File: src/rtl/lsu_pkg.sv
// Shared definitions for the load/store unit: RV32I funct3 encodings and FSM states.
package lsu_pkg;

  localparam logic [2:0] F3_B  = 3'b000;
  localparam logic [2:0] F3_H  = 3'b001;
  localparam logic [2:0] F3_W  = 3'b010;
  localparam logic [2:0] F3_BU = 3'b100;
  localparam logic [2:0] F3_HU = 3'b101;

  typedef enum logic [1:0] {
    IDLE = 2'd0,
    REQ  = 2'd1,
    WAIT = 2'd2,
    DONE = 2'd3
  } lsu_state_t;

endpackage

File: src/rtl/lsu_align.sv
// Combinational byte-lane helper for the LSU: store strobes and lane replication,
// load lane extraction with sign/zero extension, unsupported-funct3 and misalign detect.
// Misalign detection is only built when LSU_MISALIGN_TRAP_EN is defined.
module lsu_align
  import lsu_pkg::*;
#(
  parameter int XLEN = 32
) (
  input  logic [2:0]      funct3,
  input  logic            we,
  input  logic [1:0]      addr_lo,
  input  logic [XLEN-1:0] wdata,
  input  logic [XLEN-1:0] rdata,
  output logic [3:0]      wstrb,
  output logic [XLEN-1:0] wdata_rep,
  output logic [XLEN-1:0] load_data,
  output logic            unsupported,
  output logic            misalign
);

  logic [7:0]  byte_s;
  logic [15:0] half_s;

  // Byte lane follows addr[1:0]; halfword lane follows addr[1] only.
  assign byte_s = rdata[{addr_lo, 3'b000} +: 8];
  assign half_s = addr_lo[1] ? rdata[31:16] : rdata[15:0];

  // Store strobes and replicated store data; loads never drive strobes.
  always_comb begin
    wstrb     = 4'b0000;
    wdata_rep = wdata;
    if (we) begin
      case (funct3)
        F3_B: begin
          wstrb     = 4'b0001 << addr_lo;
          wdata_rep = {4{wdata[7:0]}};
        end
        F3_H: begin
          wstrb     = addr_lo[1] ? 4'b1100 : 4'b0011;
          wdata_rep = {2{wdata[15:0]}};
        end
        F3_W: begin
          wstrb     = 4'b1111;
          wdata_rep = wdata;
        end
        default: begin
          wstrb     = 4'b0000;
          wdata_rep = wdata;
        end
      endcase
    end else begin
      wstrb     = 4'b0000;
      wdata_rep = wdata;
    end
  end

  // Load lane extraction and extension; LW passes the word through unshifted.
  always_comb begin
    load_data = {XLEN{1'b0}};
    case (funct3)
      F3_B:    load_data = {{24{byte_s[7]}}, byte_s};
      F3_H:    load_data = {{16{half_s[15]}}, half_s};
      F3_W:    load_data = rdata;
      F3_BU:   load_data = {24'h000000, byte_s};
      F3_HU:   load_data = {16'h0000, half_s};
      default: load_data = {XLEN{1'b0}};
    endcase
  end

  // Encodings this unit does not implement complete immediately with an error.
  always_comb begin
    unsupported = 1'b0;
    if (we) begin
      unsupported = (funct3 >= 3'b011);
    end else begin
      case (funct3)
        3'b011, 3'b110, 3'b111: unsupported = 1'b1;
        default:                unsupported = 1'b0;
      endcase
    end
  end

`ifdef LSU_MISALIGN_TRAP_EN
  // Halfwords need addr[0]=0, words need addr[1:0]=0; bytes are always aligned.
  always_comb begin
    misalign = 1'b0;
    case (funct3[1:0])
      2'b01:   misalign = addr_lo[0];
      2'b10:   misalign = (addr_lo != 2'b00);
      default: misalign = 1'b0;
    endcase
  end
`else
  assign misalign = 1'b0;
`endif

endmodule

File: src/rtl/lsu.sv
// Load/store unit: one word-aligned data-memory transaction in flight, aligned/extended
// load data or store completion returned to writeback as a one-cycle pulse.
// Optional build macro: LSU_MISALIGN_TRAP_EN (misaligned halfword/word ops fault without
// touching memory; handled inside lsu_align).
module lsu
  import lsu_pkg::*;
#(
  parameter int XLEN = 32,
  parameter int RD_W = 5
) (
  input  logic            clk,
  input  logic            reset,
  input  logic            req_valid,
  output logic            req_ready,
  input  logic            req_we,
  input  logic [2:0]      req_funct3,
  input  logic [XLEN-1:0] req_addr,
  input  logic [XLEN-1:0] req_wdata,
  input  logic [RD_W-1:0] req_rd,
  output logic            mem_valid,
  input  logic            mem_ready,
  output logic [XLEN-1:0] mem_addr,
  output logic            mem_we,
  output logic [3:0]      mem_wstrb,
  output logic [XLEN-1:0] mem_wdata,
  input  logic            mem_rvalid,
  input  logic [XLEN-1:0] mem_rdata,
  output logic            wb_valid,
  output logic [RD_W-1:0] wb_rd,
  output logic [XLEN-1:0] wb_data,
  output logic            wb_err
);

  lsu_state_t state_r, next_state_s;

  logic [2:0]      funct3_r;
  logic [1:0]      addr_lo_r;
  logic [RD_W-1:0] rd_r;

  logic [2:0]      sel_funct3_s;
  logic [1:0]      sel_addr_s;
  logic            sel_we_s;
  logic [3:0]      wstrb_s;
  logic [XLEN-1:0] wdata_rep_s;
  logic [XLEN-1:0] load_data_s;
  logic            unsupported_s;
  logic            misalign_s;
  logic            trap_s;
  logic            accept_s;
  logic            load_mem_s;

  logic            wb_valid_s;
  logic [RD_W-1:0] wb_rd_s;
  logic [XLEN-1:0] wb_data_s;
  logic            wb_err_s;

  // In IDLE the helper decodes the incoming request; afterwards it serves the held op.
  assign sel_funct3_s = (state_r == IDLE) ? req_funct3     : funct3_r;
  assign sel_addr_s   = (state_r == IDLE) ? req_addr[1:0]  : addr_lo_r;
  assign sel_we_s     = (state_r == IDLE) ? req_we         : mem_we;

  lsu_align #(.XLEN(XLEN)) u_align (
    .funct3      (sel_funct3_s),
    .we          (sel_we_s),
    .addr_lo     (sel_addr_s),
    .wdata       (req_wdata),
    .rdata       (mem_rdata),
    .wstrb       (wstrb_s),
    .wdata_rep   (wdata_rep_s),
    .load_data   (load_data_s),
    .unsupported (unsupported_s),
    .misalign    (misalign_s)
  );

  assign trap_s     = unsupported_s | misalign_s;
  assign accept_s   = (state_r == IDLE) && req_valid;
  assign load_mem_s = accept_s && !trap_s;

  // State register.
  always_ff @(posedge clk or posedge reset) begin
    if (reset) state_r <= IDLE;
    else       state_r <= next_state_s;
  end

  // Next-state logic; faulting requests bypass the memory phases.
  always_comb begin
    next_state_s = state_r;
    case (state_r)
      IDLE: begin
        if (req_valid) next_state_s = trap_s ? DONE : REQ;
        else           next_state_s = IDLE;
      end
      REQ: begin
        if (mem_ready) next_state_s = mem_we ? DONE : WAIT;
        else           next_state_s = REQ;
      end
      WAIT: begin
        if (mem_rvalid) next_state_s = DONE;
        else            next_state_s = WAIT;
      end
      DONE:    next_state_s = IDLE;
      default: next_state_s = IDLE;
    endcase
  end

  // Writeback values for the cycle in which the FSM will sit in DONE.
  always_comb begin
    wb_valid_s = 1'b0;
    wb_rd_s    = {RD_W{1'b0}};
    wb_data_s  = {XLEN{1'b0}};
    wb_err_s   = 1'b0;
    case (state_r)
      IDLE: begin
        if (accept_s && trap_s) begin
          wb_valid_s = 1'b1;
          wb_err_s   = 1'b1;
          wb_data_s  = unsupported_s ? {XLEN{1'b0}} : req_addr;
        end else begin
          wb_valid_s = 1'b0;
        end
      end
      REQ: begin
        if (mem_ready && mem_we) wb_valid_s = 1'b1;
        else                     wb_valid_s = 1'b0;
      end
      WAIT: begin
        if (mem_rvalid) begin
          wb_valid_s = 1'b1;
          wb_rd_s    = rd_r;
          wb_data_s  = load_data_s;
        end else begin
          wb_valid_s = 1'b0;
        end
      end
      default: wb_valid_s = 1'b0;
    endcase
  end

  // Registered outputs and captured request fields; memory fields only change on accept.
  always_ff @(posedge clk or posedge reset) begin
    if (reset) begin
      req_ready <= 1'b1;
      mem_valid <= 1'b0;
      mem_addr  <= {XLEN{1'b0}};
      mem_we    <= 1'b0;
      mem_wstrb <= 4'b0000;
      mem_wdata <= {XLEN{1'b0}};
      funct3_r  <= 3'b000;
      addr_lo_r <= 2'b00;
      rd_r      <= {RD_W{1'b0}};
      wb_valid  <= 1'b0;
      wb_rd     <= {RD_W{1'b0}};
      wb_data   <= {XLEN{1'b0}};
      wb_err    <= 1'b0;
    end else begin
      req_ready <= (next_state_s == IDLE);
      mem_valid <= (next_state_s == REQ);
      if (load_mem_s) begin
        mem_addr  <= {req_addr[XLEN-1:2], 2'b00};
        mem_we    <= req_we;
        mem_wstrb <= wstrb_s;
        mem_wdata <= wdata_rep_s;
        funct3_r  <= req_funct3;
        addr_lo_r <= req_addr[1:0];
        rd_r      <= req_rd;
      end
      wb_valid <= wb_valid_s;
      wb_rd    <= wb_rd_s;
      wb_data  <= wb_data_s;
      wb_err   <= wb_err_s;
    end
  end

endmodule

File: config.mk
export PLATFORM = sky130hd
export DESIGN_NAME = lsu
export DESIGN_NICKNAME = d
export VERILOG_FILES = /design/src/rtl/lsu_pkg.sv /design/src/rtl/lsu_align.sv /design/src/rtl/lsu.sv
export SDC_FILE = /design/constraint.sdc
export NUM_CORES = 1
export LEC_CHECK = 0
export CAP_MARGIN = 20
export CORE_ASPECT_RATIO = 0.75
export CORE_MARGIN = 1.5
export CORE_UTILIZATION = 44
export DETAILED_ROUTE_END_ITERATION = 16
export GPL_ROUTABILITY_DRIVEN = 0
export GPL_TIMING_DRIVEN = 0
export MAX_ROUTING_LAYER = met4
export PLACE_DENSITY_LB_ADDON = 0.08
export SLEW_MARGIN = 20
export SYNTH_ARGS = -nofsm -noshare
export SYNTH_HDL_FRONTEND = slang
export SYNTH_SLANG_ARGS = --single-unit
File: constraint.sdc
create_clock -name clk -period 5.3 [get_ports clk]
set_clock_uncertainty 0.1 [all_clocks]
set_input_delay 1.06 -clock clk [delete_from_list [all_inputs] [get_ports clk]]
set_output_delay 1.06 -clock clk [all_outputs]
set_load 0.02 [all_outputs]
Word level (Yosys, flattened, before mapping)
Index checks and enable logic that the tools add are counted.
Word-level totals
  flip-flop bits (word level): 120
  input port bits: 110
  output and inout bits: 110
  logic and storage cells: 66
Cells by class
  $lt $le $gt $ge: 1
  equality and inequality tests: 11
  shifts and indexed selects: 2
  mux-type cells: 29
  reduce and logical (&&, ||, !) cells: 9
Operators by type and width (count)
  $pmux 32 s5: 1
  $mux 32: 4
  $pmux 32 s2: 2
  $shiftx 32x6->8: 1
  $mux 16: 1
  $eq 3x3->1 const B: 4
  $pmux 4 s3: 1
  $mux 5: 2
  $mux 1: 9
  $mux 2: 4
  $mux 4: 2
  $pmux 2 s4: 1
  $eq 3x2->1 const B: 2
  $eq 2x1->1 const B: 2
  $eq 2x2->1 const B: 2
  $logic_and 1x1->1: 4
  $logic_not 2->1: 2
  $shl 1x2->4 const A: 1
  $eq 3x1->1 const B: 1
  $ge 3x2->1 const B: 1
  $logic_not 3->1: 1
  $mux 3: 1
  $pmux 1 s3: 1
  $reduce_or 3->1: 1
  $logic_not 1->1: 1

Logic depth before layout (Yosys ltp)
Gate-level depths: netlist of run 1.
  word-level depth: 10
  depth in mapped cells: 8
  gate-level depth less buffers: 5

Modules after synthesis
A second synthesis of run 1 with hierarchy kept.
Second synthesis, totals
  cells, all modules: 475
  area, all modules: 5839.4 um^2
Modules (own cells, without submodules)
  lsu: instances 1, cells an instance 281, area each 4506.8 um^2, seq. area each 3004.1 um^2
  lsu_align: instances 1, cells an instance 194, area each 1332.5 um^2, seq. area each 0.0 um^2

Worst setup path before layout of run 1
OpenSTA, ideal clock, no wires.
  path type: in2reg
  from: input req_addr[0]
  to: register wb_data[2]
  setup time: 0.122 ns
  arrival: 2.426 ns
  slack: 2.652 ns
  cell stages on the path: 5
  buffers on the path: 1
  path through: nor4b_1 > a31oi_1 > buf_4 > mux4_2 > a32o_1
Between the ends
  word-level cells in the longest chain between the ends: 5
RTL lines
  start: declaration: line lsu.sv:17  | input logic [XLEN-1:0] req_addr,
  $mux 2: line lsu.sv:59  | assign sel_addr_s = (state_r == IDLE) ? req_addr[1:0] : addr_lo_r;
  $shiftx 32x6->8: line lsu_align.sv:25  | assign byte_s = rdata[{addr_lo, 3'b000} +: 8];
  $pmux 32 s5: line lsu_align.sv:60  | case (funct3)
  $mux 32: line lsu.sv:127  | if (mem_rvalid) begin
  $pmux 32 s2: line lsu.sv:112  | case (state_r)
  net wb_data_s[2]: line lsu.sv:54  | logic [XLEN-1:0] wb_data_s;
  end signal: assignment: line lsu.sv:153  | wb_data <= {XLEN{1'b0}};
  end signal: assignment: line lsu.sv:169  | wb_data <= wb_data_s;
  end: declaration: line lsu.sv:30  | output logic [XLEN-1:0] wb_data,
The timed path passes the listed nets, and every way through them passes these cells.
A chain may end at the register's enable or synchronous reset.

Worst setup path in the final report of run 1
  from: input req_funct3[0]
  to: register wb_data[4]
Between the ends
  word-level cells in the longest chain between the ends: 8
RTL lines
  start: declaration: line lsu.sv:16  | input logic [2:0] req_funct3,
  $mux 3 (*): line lsu.sv:58  | assign sel_funct3_s = (state_r == IDLE) ? req_funct3 : funct3_r;
  $eq 3x2->1 or $eq 3x3->1 (tied branches): line lsu_align.sv:76  | case (funct3)
  $reduce_or 3->1: line lsu_align.sv:76
  $mux 1: line lsu_align.sv:76
  $mux 1: line lsu_align.sv:73  | if (we) begin
  $mux 32 or $logic_and 1x1->1 (tied branches): line lsu.sv:117, lsu.sv:114
  $mux 32: line lsu.sv:114  | if (accept_s && trap_s) begin
  $pmux 32 s2 (*): line lsu.sv:112
  net wb_data_s[4]: line lsu.sv:54
The timed path passes the listed nets; every way through them passes the cells marked *.

==> results of run 1 <==
==> power groups by stage <==
stage,Combinational (W),Sequential (W),Clock [W]
floorplan,0.00116,0.00181,0
global placement,0.00249,0.00145,0
detailed placement,0.00253,0.00147,0
CTS,0.00254,0.00146,0.00115
global route,0.00271,0.00150,0.00120
finish,0.00254,0.00146,0.00114
==> state kept, by name, indices dropped and copies added, names as in the netlist, 2 cells and up <==
signal,cells
rd_r,5
mem_addr,30
addr_lo_r,2
wb_data,32
funct3_r,3
mem_wstrb,4
wb_rd,5
state_r,2
mem_wdata,32
==> kinds of logic (layout without fill, tap and decap cells) <==
logic type,count (synthesis),after routing,synth area share
simple gates,106,106,0.09312
compound gates,119,119,0.1314
mux,68,68,0.1858
other cells,1,2,0.0006874
buf+inv,34,284,0.03830
flops,120,120,0.5507
==> critical path: cells and delay by family <==
family,cells,cell delay (ns)
buffers and inverters,2,0.91
AO/OA/AOI/OAI,2,0.66
multiplexers,1,0.52
AND/OR/NAND/NOR,1,0.10
==> per-stage QoR <==
step / cells / power (W) / hold WS [ns] / setup TNS [ns] / worst slack [ns]
after detailed placement: 833 / 0.003995 / 0.3693 / 0 / 1.868
after global placement: 832 / 0.003937 / 0.3638 / -87.86 / -0.7486
after CTS: 865 / 0.005158 / 0.3896 / 0 / 2.277
after global routing: 865 / 0.005410 / 0.4123 / 0 / 2.143
after floorplan: 449 / 0.002972 / 0.3538 / 0 / 0.9558
final: 865 / 0.005134 / 0.3831 / 0 / 2.230
==> layer usage <==
layer / GRT usage / up-vias / wire length [µm] / share of wire
met5: - / - / 0 / 0
met1: 0.3592 / 2221 / 7319 / 0.45
met4: 0.09316 / 0 / 250 / 0.016
met3: 0.06320 / 30 / 1167 / 0.072
li1: - / 2102 / - / -
met2: 0.3806 / 240 / 7369 / 0.46
==> final cells by class <==
class                      instances  area (µm²)
multi-input combinational        295        2246
fill                             902        3710
sequential                       120        3004
tap                              166       207.7
clock inverter                    10       118.9
clock buffer                      22       474.2
buffer                            29       190.2
inverter                           5       23.77
timing repair buffer             218        2200
==> cell usage in the layout (no fill, tap or decap), drive strengths merged, types with 3 or more instances in the layout <==
cell           instances
a21oi                 29
a22o                   4
a22oi                  8
a31oi                  3
a32o                   6
and2                   6
buf                   22
clkbuf                30
clkdlybuf4s50        217
clkinv                 4
clkinvlp               3
dfrtp                119
inv                    6
mux2                  52
mux2i                 10
mux4                   6
nand2                 52
nand2b                 3
nand3                 13
nand4                  8
nor2                  11
o21ai                 57
==> worst max-delay path by stage <==
| stage | slack [ns] | startpoint | depth (start not counted) | end |
|---|---|---|---|---|
| 3_5_place_dp | 1.87 | req_funct3[0] | 6 | wb_data[2]$_DFF_PP0_ |
| 2_1_floorplan | 0.96 | reset | 1 | addr_lo_r[0]$_DFFE_PP0P_ |
| 5_1_grt | 2.14 | req_funct3[0] | 6 | wb_data[5]$_DFF_PP0_ |
| 4_1_cts | 2.28 | req_funct3[0] | 6 | wb_data[4]$_DFF_PP0_ |
| 6_report | 2.23 | req_funct3[0] | 6 | wb_data[4]$_DFF_PP0_ |
| 3_3_place_gp | -0.75 | reset | 2 | wb_data[16]$_DFF_PP0_ |
==> qor.json, run 1 <==
{
  "status": {
    "status": "complete, no violations"
  },
  "final_layout": {
    "antenna_diode_count": 0,
    "layout.nets": 796,
    "finalCoreUtilization": 0.6953,
    "final_layout_size_suffix_gt1_frac": 0.1717,
    "synthToLayoutAreaGrowth_pct": 55.16,
    "design_area_um2": 8464
  },
  "die": {
    "floorplan.die.height_um": 99.43,
    "placementRows": 35,
    "core_area_um2": 12170,
    "ioPinCount": 220,
    "floorplan.initialDensity": 0.4481,
    "floorplan.die.width_um": 131.6,
    "die-area_um2": 13080
  },
  "critical_path": {
    "slowest_delay_ns": 0.61,
    "timing.rr.start": "state_r[1]$_DFF_PP0_",
    "r2r_end": "mem_wdata[10]$_DFFE_PP0P_",
    "crit_fanout": 10,
    "critical_path_class": "in2reg",
    "cp.arrival_ns": 3.27,
    "worst-endpoint-required_ns": 5.50,
    "reg2reg_setup_slack_ns": 2.75,
    "rr_worst_depth": 7,
    "timing.critical_path.from_type": "primary input",
    "critical_path.cell_chain": "clkdlybuf4s50_1 -> nor4b_1 -> a31oi_1 -> buf_4 -> mux4_2 -> a32o_1",
    "critical_path.endpoint_type": "flip-flop",
    "slowest_stage": "sky130_fd_sc_hd__clkdlybuf4s50_1"
  },
  "global_routing": {
    "initial_antenna_violation_count": 0,
    "grt_overflow": 0,
    "grt_util_all_layers": 0.2615,
    "pin_count_of_the_biggest_net_entering_global_routing": 76,
    "first_global_vias": 4599,
    "grt_pass1_wl_um": 25340
  },
  "synthesis": {
    "synthDominantCellAreaShare": 0.5459,
    "synth_area_per_cell_um2": 12.18,
    "asyncSetResetFlopFracSynth": 1.000,
    "post_synth_main_area_contributors": "sky130_fd_sc_hd__dfrtp_1, sky130_fd_sc_hd__mux2_4, sky130_fd_sc_hd__o21ai_0, sky130_fd_sc_hd__nand2_1, sky130_fd_sc_hd__a21oi_1",
    "netlist_area_um2": 5455,
    "synth_cell_type_count": 47,
    "seq_area_frac_synth": 0.5507,
    "number_of_flip_flops_and_latches_in_the_synthesized_netlist": 120,
    "synth_commonest_cells": "sky130_fd_sc_hd__dfrtp_1, sky130_fd_sc_hd__nand2_1, sky130_fd_sc_hd__mux2_4, sky130_fd_sc_hd__o21ai_0, sky130_fd_sc_hd__a21oi_1",
    "yosys_warnings": 0,
    "most_common_cell_in_the_synthesized_netlist": "sky130_fd_sc_hd__dfrtp_1",
    "yosys.area.top_type": "sky130_fd_sc_hd__dfrtp_1",
    "postSynthCellCount": 448,
    "synth_edf_count": 0,
    "synth_flop_cell": "sky130_fd_sc_hd__dfrtp_1"
  },
  "timing": {
    "final_max_slew_viol_count": 0,
    "max-slew-margin-rel": 0.4038,
    "achievable-frequency_mhz": 325.7,
    "min_period_ns": 3.070,
    "worst_pin_slew_ns": 0.8910,
    "post-route-period-util": 0.5793,
    "rsz0062_at_grt": "no",
    "final-setup-viol-count": 0,
    "count_of_final_hold_check_violations": 0
  },
  "power_and_ir_drop": {
    "power.leakage_nw": 3.708,
    "seq_power_share": 0.284,
    "cellInternalPower_w": 0.003242,
    "pwr-share-clk": 0.222,
    "power.ir.vdd_worst_mv": 0.3400,
    "net-switching-power_w": 0.001893,
    "proportion_of_power_drawn_by_combinational_gates": 0.494,
    "switching_share": 0.3686,
    "power.density_nw_per_um2": 606.6
  },
  "clock_network": {
    "post_cts.resized_instances": 0,
    "cts_inserted_buffers": 17,
    "post_cts_buffers": 0,
    "clock_sink_count": 120,
    "cts.clk_slew.worst_paths_ns": 0.06,
    "tritoncts": "built",
    "ctsHoldBuffers": 0,
    "clk_path_buf_depth": 2,
    "cts_htree_levels": 4,
    "clock_insertion_delay_at_the_later_pin_of_the_skew_report_ns": 0.41,
    "cts_root_buf": "sky130_fd_sc_hd__clkbuf_16"
  },
  "flow_run": {
    "maxCapViolCount": 0
  },
  "hold_path": {
    "min_delay_path_depth": 2,
    "hold_path_startpoint": "mem_wdata[9]$_DFFE_PP0P_",
    "hold_path_class": "reg2reg",
    "min_to": "mem_wdata[9]$_DFFE_PP0P_"
  },
  "placed_design": {
    "hpwl_dp_um": 11690,
    "postPlaceCellArea_um2": 7871,
    "place.port_buffers": 217
  },
  "drt": {
    "drtIter0Drc": 306,
    "antenna_left": 0,
    "drc": 0,
    "route.detailed.wl_per_inst_um": 18.62,
    "drt-vias-per-instance": 5.310,
    "drt_pre_antenna_iters": 5,
    "routed_wl_um": 16110,
    "via_total_after_detailed_routing": 4593
  }
}
Power figures use the tool's default switching activity.
==> run 2, diff against run 1 <==
==> constraint.sdc (replaced) <==
create_clock -name clk -period 3 [get_ports clk]
set_clock_uncertainty 0.1 [all_clocks]
set_input_delay 0.6 -clock clk [delete_from_list [all_inputs] [get_ports clk]]
set_output_delay 0.6 -clock clk [all_outputs]
set_load 0.02 [all_outputs]
==> run 2 against run 1 <==
Net effect:
- sequential power grew 77%
- final cell count grew 0.23%
- worst hold slack lost 0.0074 ns
- critical endpoint is now wb_data[3]$_DFF_PP0_
- largest cell class unchanged
==> qor.json, run 2 (synthesis results as in run 1) <==
{
  "status": {
    "status": "complete, no violations"
  },
  "clock_network": {
    "ctsHoldBuffers": {"value": 0, "change": "unchanged"},
    "clk_path_buf_depth": {"value": 2, "change": "unchanged"},
    "tritoncts": "built",
    "cts_root_buf": "sky130_fd_sc_hd__clkbuf_16",
    "cts_htree_levels": {"value": 4, "change": "unchanged"},
    "cts.clk_slew.worst_paths": {"value": 0.06, "unit": "ns", "change": "about the same"},
    "cts_inserted_buffers": {"value": 17, "change": "unchanged"},
    "clock_insertion_delay_at_the_later_pin_of_the_skew_report": {"value": 0.41, "unit": "ns", "change": "about the same"},
    "post_cts_buffers": {"value": 0, "change": "unchanged"},
    "clock_sink_count": {"value": 120, "change": "unchanged"},
    "post_cts.resized_instances": {"value": 0, "change": "unchanged"}
  },
  "critical_path": {
    "timing.critical_path.from_type": "primary input",
    "crit_fanout": {"value": 10, "change": "unchanged"},
    "critical_path.endpoint_type": "flip-flop",
    "r2r_end": "mem_wdata[10]$_DFFE_PP0P_",
    "rr_worst_depth": {"value": 7, "change": "unchanged"},
    "slowest_stage": "sky130_fd_sc_hd__clkdlybuf4s50_1",
    "critical_path_buf_inv_count": {"value": 2, "change": "unchanged"},
    "critical_path_class": "in2reg",
    "crit_path_start": "req_funct3[0]",
    "reg2reg_setup_slack": {"value": 0.42, "unit": "ns", "change": "-2.33 ns"},
    "slowest_delay": {"value": 0.62, "unit": "ns", "change": "about the same"},
    "worst-endpoint-required": {"value": 3.20, "unit": "ns", "change": "-2.30 ns"},
    "timing.rr.start": "state_r[1]$_DFF_PP0_",
    "critical_path.cell_chain": "clkdlybuf4s50_1 -> nor4b_1 -> a31oi_1 -> buf_4 -> mux4_2 -> a32o_1",
    "critical_path.top_delay_family": "buffers and inverters",
    "cp.arrival": {"value": 2.85, "unit": "ns", "change": "-0.42 ns"}
  },
  "drt": {
    "highest-signal-layer": "met4",
    "routed-wl-met2": {"value": 7485, "unit": "µm", "change": "+1.6%"},
    "drt_pre_antenna_iters": {"value": 7, "change": "+2"},
    "routed_wire_length_on_met3": {"value": 1121, "unit": "µm", "change": "-3.9%"},
    "drtIter0Drc": {"value": 356, "change": "+16%"},
    "wl_met1": {"value": 7721, "unit": "µm", "change": "+5.5%"},
    "drc": {"value": 0, "change": "unchanged"},
    "antenna_left": {"value": 0, "change": "unchanged"},
    "drt-vias-per-instance": {"value": 5.306, "change": "about the same"},
    "via_total_after_detailed_routing": {"value": 4600, "change": "+0.15%"},
    "routed_wl": {"value": 16510, "unit": "µm", "change": "+2.5%"},
    "route.detailed.wl_per_inst": {"value": 19.05, "unit": "µm", "change": "+2.3%"}
  },
  "timing": {
    "worst_pin_slew": {"value": 0.8926, "unit": "ns", "change": "+0.001564 ns"},
    "final-setup-viol-count": {"value": 0, "change": "unchanged"},
    "achievable-frequency_mhz": 376.7,
    "post-route-period-util": 0.8850,
    "min_period_ns": 2.655,
    "rsz0062_at_grt": "no",
    "count_of_final_hold_check_violations": {"value": 0, "change": "unchanged"},
    "final_max_slew_viol_count": {"value": 0, "change": "unchanged"},
    "max-slew-margin-rel": {"value": 0.4027, "change": "-0.001046"}
  },
  "placed_design": {
    "hpwl_dp": {"value": 11880, "unit": "µm", "change": "+1.6%"},
    "placed_cells_incl_taps": {"value": 835, "change": "+0.24%"},
    "place.port_buffers": {"value": 217, "change": "unchanged"}
  },
  "final_layout": {
    "final_common_cell": "sky130_fd_sc_hd__clkdlybuf4s50_1",
    "layoutNonFillerInstCount": {"value": 867, "change": "+0.23%"},
    "largest_registers": "mem_wdata (32), wb_data (32), mem_addr (30)",
    "most-common-layout-cells": "sky130_fd_sc_hd__clkdlybuf4s50_1, sky130_fd_sc_hd__dfrtp_1, sky130_fd_sc_hd__nand2_1, sky130_fd_sc_hd__mux2_4, sky130_fd_sc_hd__o21ai_0",
    "layout.nets": {"value": 798, "change": "+0.25%"},
    "antenna_diode_count": {"value": 0, "change": "unchanged"},
    "finalCoreUtilization": {"value": 0.7039, "change": "+0.008633"},
    "final-seq-area": {"value": 3004, "unit": "µm²", "change": "unchanged"},
    "synthToLayoutAreaGrowth_pct": 57.09,
    "final_layout_size_suffix_gt1_frac": {"value": 0.1769, "change": "+0.005216"},
    "multiInputGateArea": {"value": 2246, "unit": "µm²", "change": "unchanged"},
    "nFillCells": {"value": 894, "change": "-0.89%"}
  },
  "global_routing": {
    "grt_overflow": {"value": 0, "change": "unchanged"},
    "first_global_vias": {"value": 4561, "change": "-0.83%"},
    "pin_count_of_the_biggest_net_entering_global_routing": {"value": 34, "change": "-55%"},
    "grt_util_all_layers": {"value": 0.2686, "change": "+0.007060"},
    "initial_antenna_violation_count": {"value": 0, "change": "unchanged"},
    "grt_pass1_wl": {"value": 25900, "unit": "µm", "change": "+2.2%"}
  },
  "power_and_ir_drop": {
    "power.density": {"value": 1094, "unit": "nW/µm²", "change": "+80%"},
    "power.ir.vdd_worst": {"value": 0.5553, "unit": "mV", "change": "+63%"},
    "power.leakage": {"value": 3.757, "unit": "nW", "change": "+1.3%"}
  },
  "hold_path": {
    "min_to": "wb_rd[4]$_DFF_PP0_",
    "hold_path_startpoint": "rd_r[4]$_DFFE_PP0P_",
    "hold_path_class": "reg2reg",
    "min_delay_path_depth": {"value": 1, "change": "-1"}
  },
  "die": {
    "floorplan.initialDensity": {"value": 0.4481, "change": "unchanged"},
    "floorplan.die.width": {"value": 131.6, "unit": "µm", "change": "unchanged"},
    "core_area": {"value": 12170, "unit": "µm²", "change": "unchanged"},
    "placementRows": {"value": 35, "change": "unchanged"},
    "floorplan.die.height": {"value": 99.43, "unit": "µm", "change": "unchanged"},
    "die-area": {"value": 13080, "unit": "µm²", "change": "unchanged"},
    "ioPinCount": {"value": 220, "change": "unchanged"}
  },
  "flow_run": {
    "maxCapViolCount": {"value": 0, "change": "unchanged"}
  }
}
[run 2: cell count changes in the layout (fill, tap and decap cells not counted), sizes merged]
| cell | previous run | this run |
|---|---|---|
| bufinv | 2 | 5 |
| clkbuf | 30 | 27 |
| buf | 22 | 24 |
| inv | 6 | 8 |
| clkinv | 4 | 2 |
[run 2: how the worst max path moves through the flow]
stage	end	slack, ns	depth (start not counted)
floorplan	wb_data[2]$_DFF_PP0_	0.75	6
global placement	mem_wdata[19]$_DFFE_PP0P_	-0.30	2
detailed placement	wb_data[3]$_DFF_PP0_	-0.02	6
CTS	wb_data[3]$_DFF_PP0_	0.39	6
global route	mem_wdata[11]$_DFFE_PP0P_	0.22	7
finish	wb_data[3]$_DFF_PP0_	0.35	6
[run 2: stage by stage]
stage	cell area, µm²	setup TNS, ns	total power, W	setup slack, ns	hold WS, ns
floorplan	5463	0	0.005251	0.7505	0.3538
global placement	7843	-34.88	0.006960	-0.3041	0.3618
detailed placement	7903	-0.06663	0.007060	-0.02498	0.3723
CTS	8569	0	0.009406	0.3878	0.3850
global route	8569	0	0.009848	0.2191	0.4032
finish	8569	0	0.009376	0.3451	0.3756
[run 2: report_power, final]
part,switching (W),internal [W]
registers,0.000342,0.00224
clock network,0.000758,0.00153
logic,0.00231,0.00220
[run 2: metal layers]
layer	vias up	GRT usage
li1	2097	-
met1	2259	0.3793
met2	227	0.3899
met3	17	0.06116
met4	0	0.07692
met5	-	-
[run 2: area by class of cell]
cell class              count  area share
clock inverters            13     0.02497
repair buffers            220      0.2605
well taps                 166     0.02424
plain buffers              29     0.02219
multi-input cells         295      0.2621
clock buffers              19     0.05285
inverters                   5    0.002628
flip-flops and latches    120      0.3506
==> run 3, diff against run 2 <==
--- a/config.mk
+++ b/config.mk
@@ -5,6 +5,7 @@
 export SDC_FILE = /design/constraint.sdc
 export NUM_CORES = 1
 export LEC_CHECK = 0
+export ABC_AREA = 1
 export CAP_MARGIN = 20
 export CORE_ASPECT_RATIO = 0.75
 export CORE_MARGIN = 1.5
@@ -14,7 +15,7 @@
 export GPL_TIMING_DRIVEN = 0
 export MAX_ROUTING_LAYER = met4
 export PLACE_DENSITY_LB_ADDON = 0.08
-export SLEW_MARGIN = 20
+export SLEW_MARGIN = 40
 export SYNTH_ARGS = -nofsm -noshare
 export SYNTH_HDL_FRONTEND = slang
 export SYNTH_SLANG_ARGS = --single-unit
==> run 3 against run 2 <==
Net effect:
- via count grew 24%
- largest cell class unchanged
- area after synthesis grew 4.7%
- sequential share of layout area shrank 0.97 points
- synthesized cell count grew 63%
- highest routed layer unchanged
- clock-buffer cell count grew 2
==> qor.json, run 3 <==
{
  "status": {
    "status": "complete, no violations"
  },
  "placed_design": {
    "place.port_buffers": {"value": 217, "change": "unchanged"},
    "hpwl_dp": {"value": 13310, "unit": "µm", "change": "+12%"},
    "postPlaceCellArea": {"value": 8229, "unit": "µm²", "change": "+4.1%"},
    "placed_cells_incl_taps": {"value": 1121, "change": "+34%"}
  },
  "critical_path": {
    "critical_path_buf_inv_count": {"value": 1, "change": "-1"},
    "critical_path_class": "reg2out",
    "critical_path.cell_chain": "clkdlybuf4s50_1",
    "crit_fanout": {"value": 1, "change": "-9"},
    "critical_path.endpoint_type": "primary output",
    "critical_path.top_delay_family": "buffers and inverters",
    "rr_worst_depth": {"value": 9, "change": "+2"},
    "slowest_stage": "sky130_fd_sc_hd__clkdlybuf4s50_1",
    "cp.arrival": {"value": 1.56, "unit": "ns", "change": "-1.29 ns"},
    "timing.critical_path.from_type": "flip-flop",
    "slowest_delay": {"value": 0.62, "unit": "ns", "change": "about the same"},
    "worstSetupPathDepth": {"value": 1, "change": "-5"},
    "worst-endpoint-required": {"value": 2.30, "unit": "ns", "change": "-0.90 ns"}
  },
  "clock_network": {
    "cts_htree_levels": {"value": 4, "change": "unchanged"},
    "clock_insertion_delay_at_the_later_pin_of_the_skew_report": {"value": 0.41, "unit": "ns", "change": "about the same"},
    "cts_inserted_buffers": {"value": 17, "change": "unchanged"},
    "post_cts.resized_instances": {"value": 0, "change": "unchanged"},
    "clock_sink_count": {"value": 120, "change": "unchanged"},
    "tritoncts": "built",
    "cts_root_buf": "sky130_fd_sc_hd__clkbuf_16",
    "clk_path_buf_depth": {"value": 2, "change": "unchanged"},
    "ctsHoldBuffers": {"value": 0, "change": "unchanged"},
    "cts.clk_slew.worst_paths": {"value": 0.05, "unit": "ns", "change": "about the same"},
    "post_cts_buffers": {"value": 0, "change": "unchanged"}
  },
  "final_layout": {
    "layoutNonFillerInstCount": {"value": 1153, "change": "+33%"},
    "synthToLayoutAreaGrowth_pct": 54.28,
    "largest_registers": "mem_wdata (32), wb_data (32), mem_addr (30)",
    "antenna_diode_count": {"value": 0, "change": "unchanged"},
    "design_area": {"value": 8812, "unit": "µm²", "change": "+2.8%"},
    "most-common-layout-cells": "sky130_fd_sc_hd__nand2_1, sky130_fd_sc_hd__clkdlybuf4s50_1, sky130_fd_sc_hd__dfrtp_1, sky130_fd_sc_hd__inv_1, sky130_fd_sc_hd__nor2_1",
    "final_common_cell": "sky130_fd_sc_hd__nand2_1",
    "layout.nets": {"value": 1084, "change": "+36%"},
    "nFillCells": {"value": 1001, "change": "+12%"},
    "final_layout_size_suffix_gt1_frac": {"value": 0.1013, "change": "-0.07557"}
  },
  "synthesis": {
    "synth_cell_type_count": {"value": 29, "change": "-38%"},
    "synth_commonest_cells": "sky130_fd_sc_hd__nand2_1, sky130_fd_sc_hd__dfrtp_1, sky130_fd_sc_hd__inv_1, sky130_fd_sc_hd__nor2_1, sky130_fd_sc_hd__o21ai_0",
    "netlist_area": {"value": 5712, "unit": "µm²", "change": "+4.7%"},
    "postSynthCellCount": {"value": 732, "change": "+63%"},
    "seq_area_frac_synth": {"value": 0.5260, "change": "-0.02473"},
    "synth_flop_cell": "sky130_fd_sc_hd__dfrtp_1",
    "synthDominantCellAreaShare": {"value": 0.5214, "change": "-0.02451"},
    "post_synth_main_area_contributors": "sky130_fd_sc_hd__dfrtp_1, sky130_fd_sc_hd__nand2_1, sky130_fd_sc_hd__o21ai_0, sky130_fd_sc_hd__inv_1, sky130_fd_sc_hd__nor2_1",
    "synth_area_per_cell": {"value": 7.803, "unit": "µm²", "change": "-36%"},
    "most_common_cell_in_the_synthesized_netlist": "sky130_fd_sc_hd__nand2_1",
    "synth_edf_count": {"value": 0, "change": "unchanged"},
    "yosys_warnings": {"value": 0, "change": "unchanged"},
    "asyncSetResetFlopFracSynth": {"value": 1.000, "change": "unchanged"},
    "number_of_flip_flops_and_latches_in_the_synthesized_netlist": {"value": 120, "change": "unchanged"},
    "yosys.area.top_type": "sky130_fd_sc_hd__dfrtp_1"
  },
  "global_routing": {
    "first_global_vias": {"value": 5552, "change": "+22%"},
    "grt_overflow": {"value": 0, "change": "unchanged"},
    "grt_pass1_wl": {"value": 27240, "unit": "µm", "change": "+5.2%"},
    "pin_count_of_the_biggest_net_entering_global_routing": {"value": 26, "change": "-24%"},
    "initial_antenna_violation_count": {"value": 0, "change": "unchanged"},
    "grt_util_all_layers": {"value": 0.2667, "change": "-0.001863"}
  },
  "die": {
    "floorplan.die.height": {"value": 101.7, "unit": "µm", "change": "+2.3%"},
    "ioPinCount": {"value": 220, "change": "unchanged"},
    "floorplan.die.width": {"value": 134.6, "unit": "µm", "change": "+2.3%"},
    "placementRows": {"value": 35, "change": "unchanged"},
    "floorplan.initialDensity": {"value": 0.4576, "change": "+0.009545"},
    "core_area": {"value": 12480, "unit": "µm²", "change": "+2.5%"},
    "die-area": {"value": 13680, "unit": "µm²", "change": "+4.6%"}
  },
  "timing": {
    "worst_pin_slew": {"value": 0.5752, "unit": "ns", "change": "-0.3174 ns"},
    "rsz0062_at_grt": "no",
    "achievable-frequency": {"value": 443.2, "unit": "MHz", "change": "+18%"},
    "count_of_final_hold_check_violations": {"value": 0, "change": "unchanged"},
    "final_max_slew_viol_count": {"value": 0, "change": "unchanged"},
    "max-slew-margin-rel": {"value": 0.6157, "change": "+0.2130"},
    "post-route-period-util": {"value": 0.7522, "change": "-0.1328"},
    "min_period": {"value": 2.256, "unit": "ns", "change": "-0.3984 ns"},
    "final-setup-viol-count": {"value": 0, "change": "unchanged"}
  },
  "drt": {
    "drc": {"value": 0, "change": "unchanged"},
    "drt-vias-per-instance": {"value": 4.966, "change": "-6.4%"},
    "routed_wire_length_on_met3": {"value": 1488, "unit": "µm", "change": "+33%"},
    "drtIter0Drc": {"value": 435, "change": "+22%"},
    "drt_pre_antenna_iters": {"value": 5, "change": "-2"},
    "routed-wl-met2": {"value": 8128, "unit": "µm", "change": "+8.6%"},
    "routed_wl": {"value": 17420, "unit": "µm", "change": "+5.5%"},
    "wl_met1": {"value": 7546, "unit": "µm", "change": "-2.3%"},
    "via_total_after_detailed_routing": {"value": 5726, "change": "+24%"},
    "highest-signal-layer": "met4",
    "antenna_left": {"value": 0, "change": "unchanged"},
    "route.detailed.wl_per_inst": {"value": 15.11, "unit": "µm", "change": "-21%"}
  },
  "hold_path": {
    "hold_path_class": "reg2reg",
    "min_delay_path_depth": {"value": 2, "change": "+1"}
  },
  "power_and_ir_drop": {
    "power.density": {"value": 1070, "unit": "nW/µm²", "change": "-2.2%"},
    "power.ir.vdd_worst": {"value": 0.6291, "unit": "mV", "change": "+13%"},
    "power.leakage": {"value": 4.352, "unit": "nW", "change": "+16%"},
    "total_power": {"value": 0.009431, "unit": "W", "change": "+0.59%"}
  },
  "flow_run": {
    "maxCapViolCount": {"value": 0, "change": "unchanged"}
  }
}
==> run 3: path summary, 6_finish.rpt <==
kind | startpoint | to | slack [ns]
setup / recovery | req_ready$_DFF_PP1_ | req_ready | 0.74
min in group asynchronous | reset | wb_rd[4]$_DFF_PP0_ | 0.50
setup reg to reg | state_r[1]$_DFF_PP0_ | wb_data[10]$_DFF_PP0_ | 0.86
hold / removal | mem_wdata[17]$_DFFE_PP0P_ | mem_wdata[17]$_DFFE_PP0P_ | 0.38
hold reg to reg | mem_wdata[17]$_DFFE_PP0P_ | mem_wdata[17]$_DFFE_PP0P_ | 0.38
max in group asynchronous | reset | wb_data[7]$_DFF_PP0_ | 1.62
==> run 3: cell families after synthesis <==
logic type | count (synthesis) | share of synthesized area
and+or+nand+nor | 430 | 0.3069
AOI/OAI and AO/OA | 86 | 0.08850
DFF | 120 | 0.5260
buffers and inverters | 95 | 0.07798
other | 1 | 0.0006565
==> run 3: power by group <==
group	leakage, nW	total, W	switching, W	internal [W]
logic	2.52	0.00491	0.00300	0.00192
registers	1.56	0.00251	0.000302	0.00221
clock network	0.275	0.00200	0.000739	0.00126
==> run 3: per-layer routing <==
layer | track usage | up-vias
li1 | - | 2766
met1 | 0.3395 | 2666
met3 | 0.05906 | 26
met5 | - | -
met4 | 0.09181 | 0
met2 | 0.4245 | 268
==> run 3: cell type report <==
cell class | count | area (µm²) | area share
sequential | 120 | 3004 | 0.3409
timing repair buffer | 222 | 2302 | 0.2613
multi-input combinational | 518 | 2266 | 0.2571
clock buffer | 21 | 460.4 | 0.05225
buffer | 41 | 242.7 | 0.02755
tap | 166 | 207.7 | 0.02357
inverter | 54 | 206.4 | 0.02343
clock inverter | 11 | 122.6 | 0.01391
==> run 3: through the flow <==
stage	hold slack [ns]	setup slack, ns	TNS, ns	utilization
finish	0.3765	0.7435	0	0.7061
global route	0.3939	0.6583	0	0.7061
CTS	0.3798	0.7309	0	0.7061
detailed placement	0.3644	0.4580	0	0.6593
global placement	0.3615	-0.2422	-27.75	0.6489
floorplan	0.3530	0.8315	0	-
==> run 3: worst register-to-register path, stage by stage (launching register included) <==
cell	delay [ns]
sky130_fd_sc_hd__dfrtp_1	0.43
sky130_fd_sc_hd__nor2_4	0.17
sky130_fd_sc_hd__buf_6	0.17
sky130_fd_sc_hd__nand2_1	0.08
sky130_fd_sc_hd__nand2_1	0.14
sky130_fd_sc_hd__nand2_2	0.12
sky130_fd_sc_hd__nand2_2	0.11
sky130_fd_sc_hd__nand3_1	0.21
sky130_fd_sc_hd__clkbuf_1	0.32
sky130_fd_sc_hd__a21oi_1	0.22
